**src/rtl/wc_host_link.sv**
```systemverilog
// Host-side link controller for the WC_5_4 chip: buffers a tile, streams it onto D, captures Z results.
// Define WC_HOST_LINK_ZREG_EN to register chip_z through one input flop before capture.
module wc_host_link #(
  parameter int IN_WORDS  = 25,
  parameter int OUT_WORDS = 4,
  parameter int LAT       = 8
) (
  input  logic       clk,
  input  logic       rst,
  input  logic [9:0] s_data,
  input  logic       s_valid,
  output logic       s_ready,
  output logic [9:0] m_data,
  output logic       m_valid,
  input  logic       m_ready,
  output logic       chip_rst,
  output logic [9:0] chip_d,
  input  logic [9:0] chip_z,
  output logic       busy,
  output logic [2:0] fsm_state
);

  typedef enum logic [2:0] {
    S_FILL  = 3'd0,
    S_SEND  = 3'd1,
    S_WAIT  = 3'd2,
    S_CAPT  = 3'd3,
    S_DRAIN = 3'd4
  } state_t;

  localparam int WW = (IN_WORDS > 1) ? $clog2(IN_WORDS) : 1;
  localparam int RW = (OUT_WORDS > 1) ? $clog2(OUT_WORDS) : 1;
  localparam int TW = $clog2(LAT + 1);
`ifdef WC_HOST_LINK_ZREG_EN
  localparam int WAIT_CYC = LAT;
`else
  localparam int WAIT_CYC = LAT - 1;
`endif
  localparam logic [WW-1:0] W_LAST = WW'(IN_WORDS - 1);
  localparam logic [RW-1:0] R_LAST = RW'(OUT_WORDS - 1);
  localparam logic [TW-1:0] T_LAST = TW'(WAIT_CYC - 1);

  state_t        state, state_nxt;
  logic [WW-1:0] wcnt;
  logic [RW-1:0] rcnt;
  logic [TW-1:0] tcnt;
  logic [9:0]    ibuf [IN_WORDS];
  logic [9:0]    obuf [OUT_WORDS];
  logic [9:0]    z_cap;
  logic          s_fire;
  logic          m_fire;

`ifdef WC_HOST_LINK_ZREG_EN
  logic [9:0] zreg;
  always_ff @(posedge clk) begin
    if (rst) zreg <= '0;
    else     zreg <= chip_z;
  end
  assign z_cap = zreg;
`else
  assign z_cap = chip_z;
`endif

  // s_ready waits for chip_rst to drop so the chip is out of reset before a new frame.
  assign s_ready   = (state == S_FILL) && !chip_rst;
  assign s_fire    = s_valid && s_ready;
  assign m_valid   = (state == S_DRAIN);
  assign m_fire    = m_valid && m_ready;
  assign m_data    = (state == S_DRAIN) ? obuf[rcnt] : 10'd0;
  assign chip_d    = (state == S_SEND) ? ibuf[wcnt] : 10'd0;
  assign busy      = (state != S_FILL);
  assign fsm_state = state;

  always_comb begin
    state_nxt = state;
    case (state)
      S_FILL:  if (s_fire && wcnt == W_LAST) state_nxt = S_SEND;
      S_SEND:  if (wcnt == W_LAST) state_nxt = (WAIT_CYC == 0) ? S_CAPT : S_WAIT;
      S_WAIT:  if (tcnt == T_LAST) state_nxt = S_CAPT;
      S_CAPT:  if (rcnt == R_LAST) state_nxt = S_DRAIN;
      S_DRAIN: if (m_fire && rcnt == R_LAST) state_nxt = S_FILL;
      default: state_nxt = S_FILL;
    endcase
  end

  always_ff @(posedge clk) begin
    chip_rst <= rst;
    if (rst) begin
      state <= S_FILL;
      wcnt  <= '0;
      rcnt  <= '0;
      tcnt  <= '0;
    end else begin
      state <= state_nxt;
      case (state)
        S_FILL:  if (s_fire) wcnt <= (wcnt == W_LAST) ? '0 : wcnt + 1'b1;
        S_SEND:  wcnt <= (wcnt == W_LAST) ? '0 : wcnt + 1'b1;
        S_WAIT:  tcnt <= (tcnt == T_LAST) ? '0 : tcnt + 1'b1;
        S_CAPT:  rcnt <= (rcnt == R_LAST) ? '0 : rcnt + 1'b1;
        S_DRAIN: if (m_fire) rcnt <= (rcnt == R_LAST) ? '0 : rcnt + 1'b1;
        default: ;
      endcase
    end
  end

  // Frame buffers carry no reset; their contents are only read after being written.
  always_ff @(posedge clk) begin
    if (!rst && state == S_FILL && s_fire) ibuf[wcnt] <= s_data;
    if (!rst && state == S_CAPT) obuf[rcnt] <= z_cap;
  end

endmodule
```
**config.mk**
```make
export PLATFORM = sky130hd
export DESIGN_NAME = wc_host_link
export DESIGN_NICKNAME = d
export VERILOG_FILES = /design/src/rtl/wc_host_link.sv
export SDC_FILE = /design/constraint.sdc
export NUM_CORES = 1
export LEC_CHECK = 0
export BUFFER_PORTS_ARGS = -buffer_cell sky130_fd_sc_hd__buf_2
export CAP_MARGIN = 20
export CORE_MARGIN = 5
export CORE_UTILIZATION = 51
export DETAILED_ROUTE_END_ITERATION = 12
export PLACE_DENSITY = 0.68
export REMOVE_ABC_BUFFERS = 1
export SLEW_MARGIN = 0
export SYNTH_ARGS = -nofsm -noshare
export SYNTH_HDL_FRONTEND = slang
export SYNTH_SLANG_ARGS = --single-unit
```
**constraint.sdc**
```tcl
create_clock -name clk -period 1.8 [get_ports clk]
set_clock_uncertainty 0.05 [all_clocks]
set_input_delay 0.27 -clock clk [delete_from_list [all_inputs] [get_ports clk]]
set_output_delay 0.27 -clock clk [all_outputs]
set_load 0.02 [all_outputs]
```
==> impl_results.rst, run 1 <==
.. list-table::
   :header-rows: 1

   * - Metric
     - Value
   * - Worst min-delay path class
     - in -> reg
   * - Overflow after GRT
     - 0
   * - CP required
     - 1.48 ns
   * - Critical path's top delay family
     - multiplexers
   * - Net Sw Frac
     - 19.85%
   * - Crit path buffers/inverters
     - 3
   * - Core outline area
     - 24,180 sq um
   * - Die area
     - 27,560 sq um
   * - Crit-path max cell delay
     - 0.51 ns
   * - Lkg Pwr
     - 5.469 nW
   * - Initial Util
     - 51.34%
   * - Routability cong.
     - 0.7888
   * - Total power draw
     - 14.80 mW
   * - Clock latency on the worst-skew pair
     - 0.55 ns
   * - Die H
     - 166.0 um
   * - Setup TNS after final layout
     - -104.47 ns
   * - Overall die width
     - 166.0 um
   * - Sequential area share after synthesis
     - 73.71%
   * - Register clock-pin slew on the reported worst setup and hold paths
     - 0.06 ns
   * - Total net switching power
     - 2.938 mW
   * - Initial detailed-routing violation count
     - 769
   * - Clock root buffer master
     - sky130_fd_sc_hd__clkbuf_16
   * - Vias in the first global route
     - 7,175
   * - DRC viols
     - 0
   * - Layout area overhead
     - 33.38%
   * - Violations in the final reports
     - setup timing
   * - Post-Synth Simple-Gate Area
     - 5.161%
   * - Top flip-flop cell by instance count after synthesis
     - sky130_fd_sc_hd__edfxtp_1
   * - Sequential cell fraction of total power
     - 53.7%
   * - Worst EP arrival
     - 2.45 ns
   * - IR drop worst, VDD
     - 675.4 uV
   * - Design internal power
     - 11.86 mW
   * - Number of enable-type register cells in the synthesized netlist
     - 290
   * - CP Launch Type
     - flip-flop
   * - IO Count
     - 51
   * - Pre-antenna DRT Iters
     - 5
   * - Clock tree sinks
     - 312
   * - Multiplexer share of the synthesized area
     - 14.76%
   * - Share of the core filled with cells in the final layout
     - 68.47%
   * - Worst slack on hold paths
     - 0.1112 ns
   * - Mapped cell area
     - 12,410 sq um
   * - Gate count of the mapped netlist
     - 629
   * - Average via count per standard cell
     - 5.941
   * - Final routed wirelength across all metal layers
     - 31.64 mm
   * - Final setup violation count
     - 275
   * - Final Critical Period
     - 2.770 ns
   * - Type of the setup path with the least slack
     - reg -> out
   * - Maximum capacitance violations
     - 0
   * - Worst setup EP type
     - output port
   * - Biggest fanout along the worst timing path
     - 5
   * - Flip-flop and latch count after synthesis
     - 312
   * - Mean area per synthesized cell
     - 19.73 sq um
   * - Fraction of registers with async set/reset
     - 0%
   * - Worst slack after detailed placement
     - -0.5525 ns
   * - DRT antenna net count
     - 0
   * - Fin crit share
     - 153.9%
   * - Total number of vias
     - 7,004
   * - Core Rows
     - 57
   * - Max Freq
     - 361.1 MHz
   * - Yosys synthesis warning count
     - 0
   * - Origin of the critical flop-to-flop path
     - fsm_state[2]$_SDFFE_PP0P_
   * - H-tree lvl count
     - 1
   * - Number of antenna violations at the first check in global routing
     - 0
   * - Post-synthesis share of cell area spent on xor and xnor gates
     - 0.2823%
   * - Final routed wire length divided by cell count
     - 26.84 um
   * - Synthesized-area fraction occupied by adder cells
     - 0.8065%
   * - Portion of total power attributed to the clock network
     - 41.4%
   * - Portion of total power attributed to combinational logic
     - 4.9%
   * - First-pass GRT wire length
     - 45.48 mm
   * - CTS tree
     - done
   * - Slack of the critical path
     - -0.9696 ns
   * - Pwr Density
     - 893.7 nW/um^2
   * - Transition time of the tightest slew-check pin
     - 0.5923 ns
   * - Fraction of layout instances using a drive strength above 1
     - 49.06%
   * - Cell count of the worst reg-to-reg path
     - 10
   * - Dominant combinational cell family by area after synthesis
     - multiplexers
   * - Worst-case clock buffer depth
     - 3
   * - Slew margin rel.
     - 60.33%
   * - Crit. path cell count
     - 7
   * - Cells traversed along the worst timing path
     - buf_8 > buf_12 > mux4_2 > mux2_4 > o221ai_4 > a211oi_2 > buf_2
   * - Number of distinct library cell variants in the gate-level netlist after synthesis
     - 51
   * - Final Max Slew Viols
     - 0
   * - Unrepaired setup endpoints after global routing
     - true
   * - TritonCTS buffer count
     - 31
   * - Count of final hold-check violations
     - 0
   * - Post-synthesis compound-gate area fraction
     - 3.306%
   * - Worst-path cell with the longest stage delay
     - sky130_fd_sc_hd__mux4_2
   * - Run status
     - complete, but fails checks
   * - Crit Reg-Reg Endpoint
     - ibuf[8][6]$_DFFE_PP_
   * - Register-to-Register Setup Slack
     - -0.47 ns
   * - Crit path capture
     - chip_d[4]
   * - Pin count of the biggest net entering global routing
     - 29
   * - Total half-perimeter wirelength after legalization and detailed placement
     - 17.30 mm
   * - All-layer global routing usage
     - 21.74%
   * - Buffers on Ports
     - 50
   * - Fin nets
     - 862
[cell families after synthesis]
logic type	count (synthesis)
multiplexers	96
flip-flops	312
AO/OA/AOI/OAI	55
XOR/XNOR	4
buffers and inverters	38
adder cells (fa/ha/maj)	8
AND/OR/NAND/NOR	116
[power groups by stage]
stage          Sequential (mW)  Clock (mW)  Combinational [mW]
5_1_grt                   7.94        6.55               0.769
4_1_cts                   7.95        6.20               0.601
3_3_place_gp              8.10           0               0.476
3_5_place_dp              8.10           0               0.495
2_1_floorplan             8.14           0               0.190
6_report                  7.94        6.12               0.728
[cell usage after synthesis, drive strengths merged, types with 6 or more instances]
library cell,n,area (sq um)
nor2b,11,68.82
o21ai,7,35.03
mux2i,27,270.3
a211oi,6,45.04
ha,8,100.1
nor2,38,142.6
and2,16,100.1
dfxtp,22,440.4
nand2b,6,37.54
inv,6,22.52
mux4,65,1516
edfxtp,290,8708
a21oi,6,30.03
clkbuf,8,30.03
a31oi,7,43.79
buf,24,192.7
nand2,12,45.04
a22oi,6,45.04
[flip-flops by register name, summed over array words and instances, names as in the netlist, named ones only]
signal / cells
wcnt: 5
rcnt: 2
chip_rst: 1
obuf: 40
ibuf: 250
tcnt: 4
fsm_state: 3
[routing by layer]
metal | global-route usage, % | up-vias | wire length (um)
met2 | 36.04 | 309 | 15780
met1 | 29.98 | 3645 | 12420
met3 | 4.142 | 66 | 2349
li1 | - | 2984 | -
met5 | 0 | - | 0
met4 | 5.990 | 0 | 1090
[through the flow]
| stage | instances | area [sq um] |
|---|---|---|
| finish | 1179 | 16550 |
| global route | 1178 | 16550 |
| CTS | 1165 | 15880 |
| detailed placement | 1055 | 13670 |
| global placement | 1055 | 13670 |
| floorplan | 597 | 12190 |
[layout make-up]
| class | instances | area, sq um |
|---|---|---|
| sequential | 312 | 9166 |
| fill | 1446 | 7622 |
| multi-input combinational | 280 | 3837 |
| timing repair buffer | 199 | 2142 |
| clock buffer | 53 | 958.4 |
| tap | 324 | 405.4 |
| inverter | 6 | 22.52 |
| clock inverter | 4 | 20.02 |
| antenna | 1 | 2.502 |
[how the worst min path moves through the flow]
stage | cells past startpoint | start | endpoint | slack [ns]
after global placement | 1 | chip_z[3] | obuf[0][3]$_DFFE_PP_ | 0.43
after detailed placement | 1 | chip_z[1] | obuf[1][1]$_DFFE_PP_ | 0.44
after CTS | 4 | m_ready | fsm_state[2]$_SDFFE_PP0P_ | 0.04
after floorplan | 0 | rst | chip_rst$_DFF_P_ | 0.25
after global routing | 4 | m_ready | fsm_state[2]$_SDFFE_PP0P_ | 0.12
final | 4 | m_ready | fsm_state[2]$_SDFFE_PP0P_ | 0.11
[cell usage in the layout (no fill, tap or decap), types with 8 or more instances in the layout]
cell	n
sky130_fd_sc_hd__nand2_1	8
sky130_fd_sc_hd__buf_4	44
sky130_fd_sc_hd__clkbuf_1	12
sky130_fd_sc_hd__dfxtp_1	14
sky130_fd_sc_hd__clkbuf_16	35
sky130_fd_sc_hd__edfxtp_1	290
sky130_fd_sc_hd__dlygate4sd3_1	11
sky130_fd_sc_hd__mux4_2	61
sky130_fd_sc_hd__clkbuf_8	10
sky130_fd_sc_hd__buf_2	27
sky130_fd_sc_hd__and2_4	12
sky130_fd_sc_hd__buf_12	19
sky130_fd_sc_hd__buf_6	90
sky130_fd_sc_hd__nor2_4	24
sky130_fd_sc_hd__mux2i_1	17
sky130_fd_sc_hd__nor2_1	12
sky130_fd_sc_hd__mux2i_4	9
[worst register-to-register path: stages (launching register included)]
cell and delay [ns]:
sky130_fd_sc_hd__dfxtp_2 0.34, sky130_fd_sc_hd__buf_6 0.11, sky130_fd_sc_hd__buf_6 0.11, sky130_fd_sc_hd__nor4_4 0.30
sky130_fd_sc_hd__and3b_2 0.34, sky130_fd_sc_hd__buf_6 0.13, sky130_fd_sc_hd__buf_6 0.08, sky130_fd_sc_hd__buf_6 0.11
sky130_fd_sc_hd__nand2_8 0.10, sky130_fd_sc_hd__nor2_4 0.14, sky130_fd_sc_hd__buf_6 0.17
[timing repair]
action / 4_1_cts / 5_1_grt
resized for setup: 221 / 138
buffers inserted: 23 / 24
endpoints found under the hold margin: 41 / 0
hold buffers: 11 / 0
gates cloned: 19 / 6
setup endpoints to repair: 266 / 323
pin swaps: 26 / 44
Power figures use the tool's default switching activity.
==> run 2, diff against run 1 <==
- CORE_UTILIZATION: 51 -> 55
- HOLD_SLACK_MARGIN: not set -> 0.1
- PLACE_DENSITY: 0.68 -> 0.73
==> run 2 against run 1 <==
The run still ends with setup timing left; sequential cell count unchanged; core utilization increased by 4.1 points; largest power group unchanged; worst setup slack got worse by 0.018 ns; routed wire length increased by 0.81%; critical path type unchanged.
==> impl_results.rst, run 2 (synthesis gave the netlist of run 1 again) <==
.. list-table::
   :header-rows: 1

   * - Metric
     - Value
   * - Register-to-Register Setup Slack
     - -0.23 ns
   * - Violations in the final reports
     - setup timing
   * - Core Rows
     - 55
   * - IO Count
     - 51
   * - Final Critical Period
     - 2.788 ns
   * - Crit-path max cell delay
     - 0.41 ns
   * - Worst-path cell with the longest stage delay
     - sky130_fd_sc_hd__nor2_1
   * - Routability cong.
     - 0.8738
   * - Register clock-pin slew on the reported worst setup and hold paths
     - 0.06 ns
   * - H-tree lvl count
     - 1
   * - Run status
     - complete, but fails checks
   * - Worst EP arrival
     - 2.47 ns
   * - Buffers on Ports
     - 50
   * - Final routed wire length divided by cell count
     - 28.10 um
   * - Fraction of layout instances using a drive strength above 1
     - 46.35%
   * - Count of final hold-check violations
     - 0
   * - Slack of the critical path
     - -0.9878 ns
   * - Most frequent CP cell
     - sky130_fd_sc_hd__buf_12
   * - Fin crit share
     - 154.9%
   * - Clock tree sinks
     - 312
   * - Overall die width
     - 160.2 um
   * - Type of the setup path with the least slack
     - reg -> out
   * - Overflow after GRT
     - 0
   * - Die area
     - 25,670 sq um
   * - Clock root buffer master
     - sky130_fd_sc_hd__clkbuf_16
   * - Die H
     - 160.2 um
   * - CP required
     - 1.48 ns
   * - Slew margin rel.
     - 49.14%
   * - First-pass GRT wire length
     - 47.24 mm
   * - Initial detailed-routing violation count
     - 782
   * - All-layer global routing usage
     - 24.48%
   * - Pre-antenna DRT Iters
     - 4
   * - Total half-perimeter wirelength after legalization and detailed placement
     - 17.09 mm
   * - Share of the core filled with cells in the final layout
     - 72.53%
   * - Unrepaired setup endpoints after global routing
     - true
   * - Total power draw
     - 15.04 mW
   * - DRT antenna net count
     - 0
   * - Commonest cells after routing, fill and taps aside
     - sky130_fd_sc_hd__edfxtp_1, sky130_fd_sc_hd__buf_6, sky130_fd_sc_hd__mux4_2
   * - TritonCTS buffer count
     - 31
   * - DRC viols
     - 0
   * - CTS tree
     - done
   * - Cells traversed along the worst timing path
     - buf_12 > buf_12 > nor2_1 > a22oi_1 > a31oi_2 > a221oi_1 > buf_2
   * - Worst-case clock buffer depth
     - 3
   * - Max Freq
     - 358.7 MHz
   * - Pwr Density
     - 924.0 nW/um^2
   * - Largest register FFs
     - 250
   * - Maximum capacitance violations
     - 0
   * - Clock latency on the worst-skew pair
     - 0.55 ns
   * - Transition time of the tightest slew-check pin
     - 0.7613 ns
   * - Layout area overhead
     - 31.10%
   * - Most common cell after layout, fill and taps aside
     - sky130_fd_sc_hd__edfxtp_1
   * - Biggest fanout along the worst timing path
     - 16
   * - Total number of vias
     - 7,019
   * - Final routed wirelength across all metal layers
     - 31.90 mm
   * - Vias in the first global route
     - 7,356
   * - Worst slack on hold paths
     - 0.1528 ns
   * - Lkg Pwr
     - 5.414 nW
   * - Largest regs
     - ibuf: 250 flops, obuf: 40 flops, wcnt: 5 flops
   * - Worst setup EP type
     - output port
   * - Layout fillers
     - 1,241
   * - Core outline area
     - 22,430 sq um
   * - Most flop-heavy register
     - ibuf
   * - Final setup violation count
     - 279
   * - Number of antenna violations at the first check in global routing
     - 0
   * - Final Max Slew Viols
     - 0
   * - CP Launch Type
     - flip-flop
   * - IR drop worst, VDD
     - 952.8 uV
   * - Pin count of the biggest net entering global routing
     - 33
   * - Worst min-delay path class
     - in -> reg
   * - Initial Util
     - 55.33%
   * - Ant. Diodes
     - 0
   * - Fin nets
     - 858
   * - Average via count per standard cell
     - 6.184
   * - Worst slack after detailed placement
     - -0.4805 ns
run 2: repair_timing:
item	in CTS	in global routing
cloned	17	2
endpoints found under the setup margin	266	323
buffers inserted	26	11
endpoints found under the hold margin	50	0
pin swaps	41	27
hold buffers	12	0
resized for setup	246	65
run 2: where the power goes:
part           internal, mW  switching (mW)  total, mW
combinational         0.330           0.351      0.681
clock                  3.78            2.64       6.41
sequential             7.93          0.0137       7.94
run 2: area by class of cell:
type,instances,area [sq um],share of cell area [%]
Tap cell,285,356.6,2.191
Sequential cell,312,9170,56.36
Clock inverter,17,187.7,1.153
Multi-Input combinational cell,279,3623,22.27
Inverter,6,22.52,0.1384
Timing Repair Buffer,196,2092,12.86
Clock buffer,40,819.5,5.037
run 2: per-layer routing:
| layer | global-route usage, % | routed length [um] | vias to the layer above | share of wire [%] |
|---|---|---|---|---|
| li1 | - | - | 2961 | - |
| met1 | 33.32 | 12190 | 3636 | 38 |
| met2 | 42.35 | 16340 | 355 | 51 |
| met3 | 3.458 | 2414 | 67 | 7.6 |
| met4 | 6.140 | 958 | 0 | 3.0 |
| met5 | 0 | 0 | - | 0 |
run 2: path summary, 6_finish.rpt:
path	from	to	cells after the start
max	flip-flop	chip_d[7]	7
min	s_data[0]	ibuf[22][0]$_DFFE_PP_	1
max reg2reg	fsm_state[2]$_SDFFE_PP0P_	ibuf[8][9]$_DFFE_PP_	7
min reg2reg	tcnt[1]$_SDFFE_PP0N_	tcnt[1]$_SDFFE_PP0N_	2
run 2: per-stage QoR:
stage	instances	cell area (sq um)	setup TNS [ns]
final	1135	16270	-48.54
after global routing	1135	16270	-61.05
after CTS	1129	16010	-17.68
after detailed placement	1018	13650	-35.25
after global placement	1018	13650	-37.11
after floorplan	597	12190	-251.69
run 2: critical path, delay by kind of cell (launching register included):
family	cells	cell delay, ns
and+or+nand+nor	1	0.41
buffers and inverters	3	0.52
DFF	1	0.39
AOI/OAI and AO/OA	3	0.59
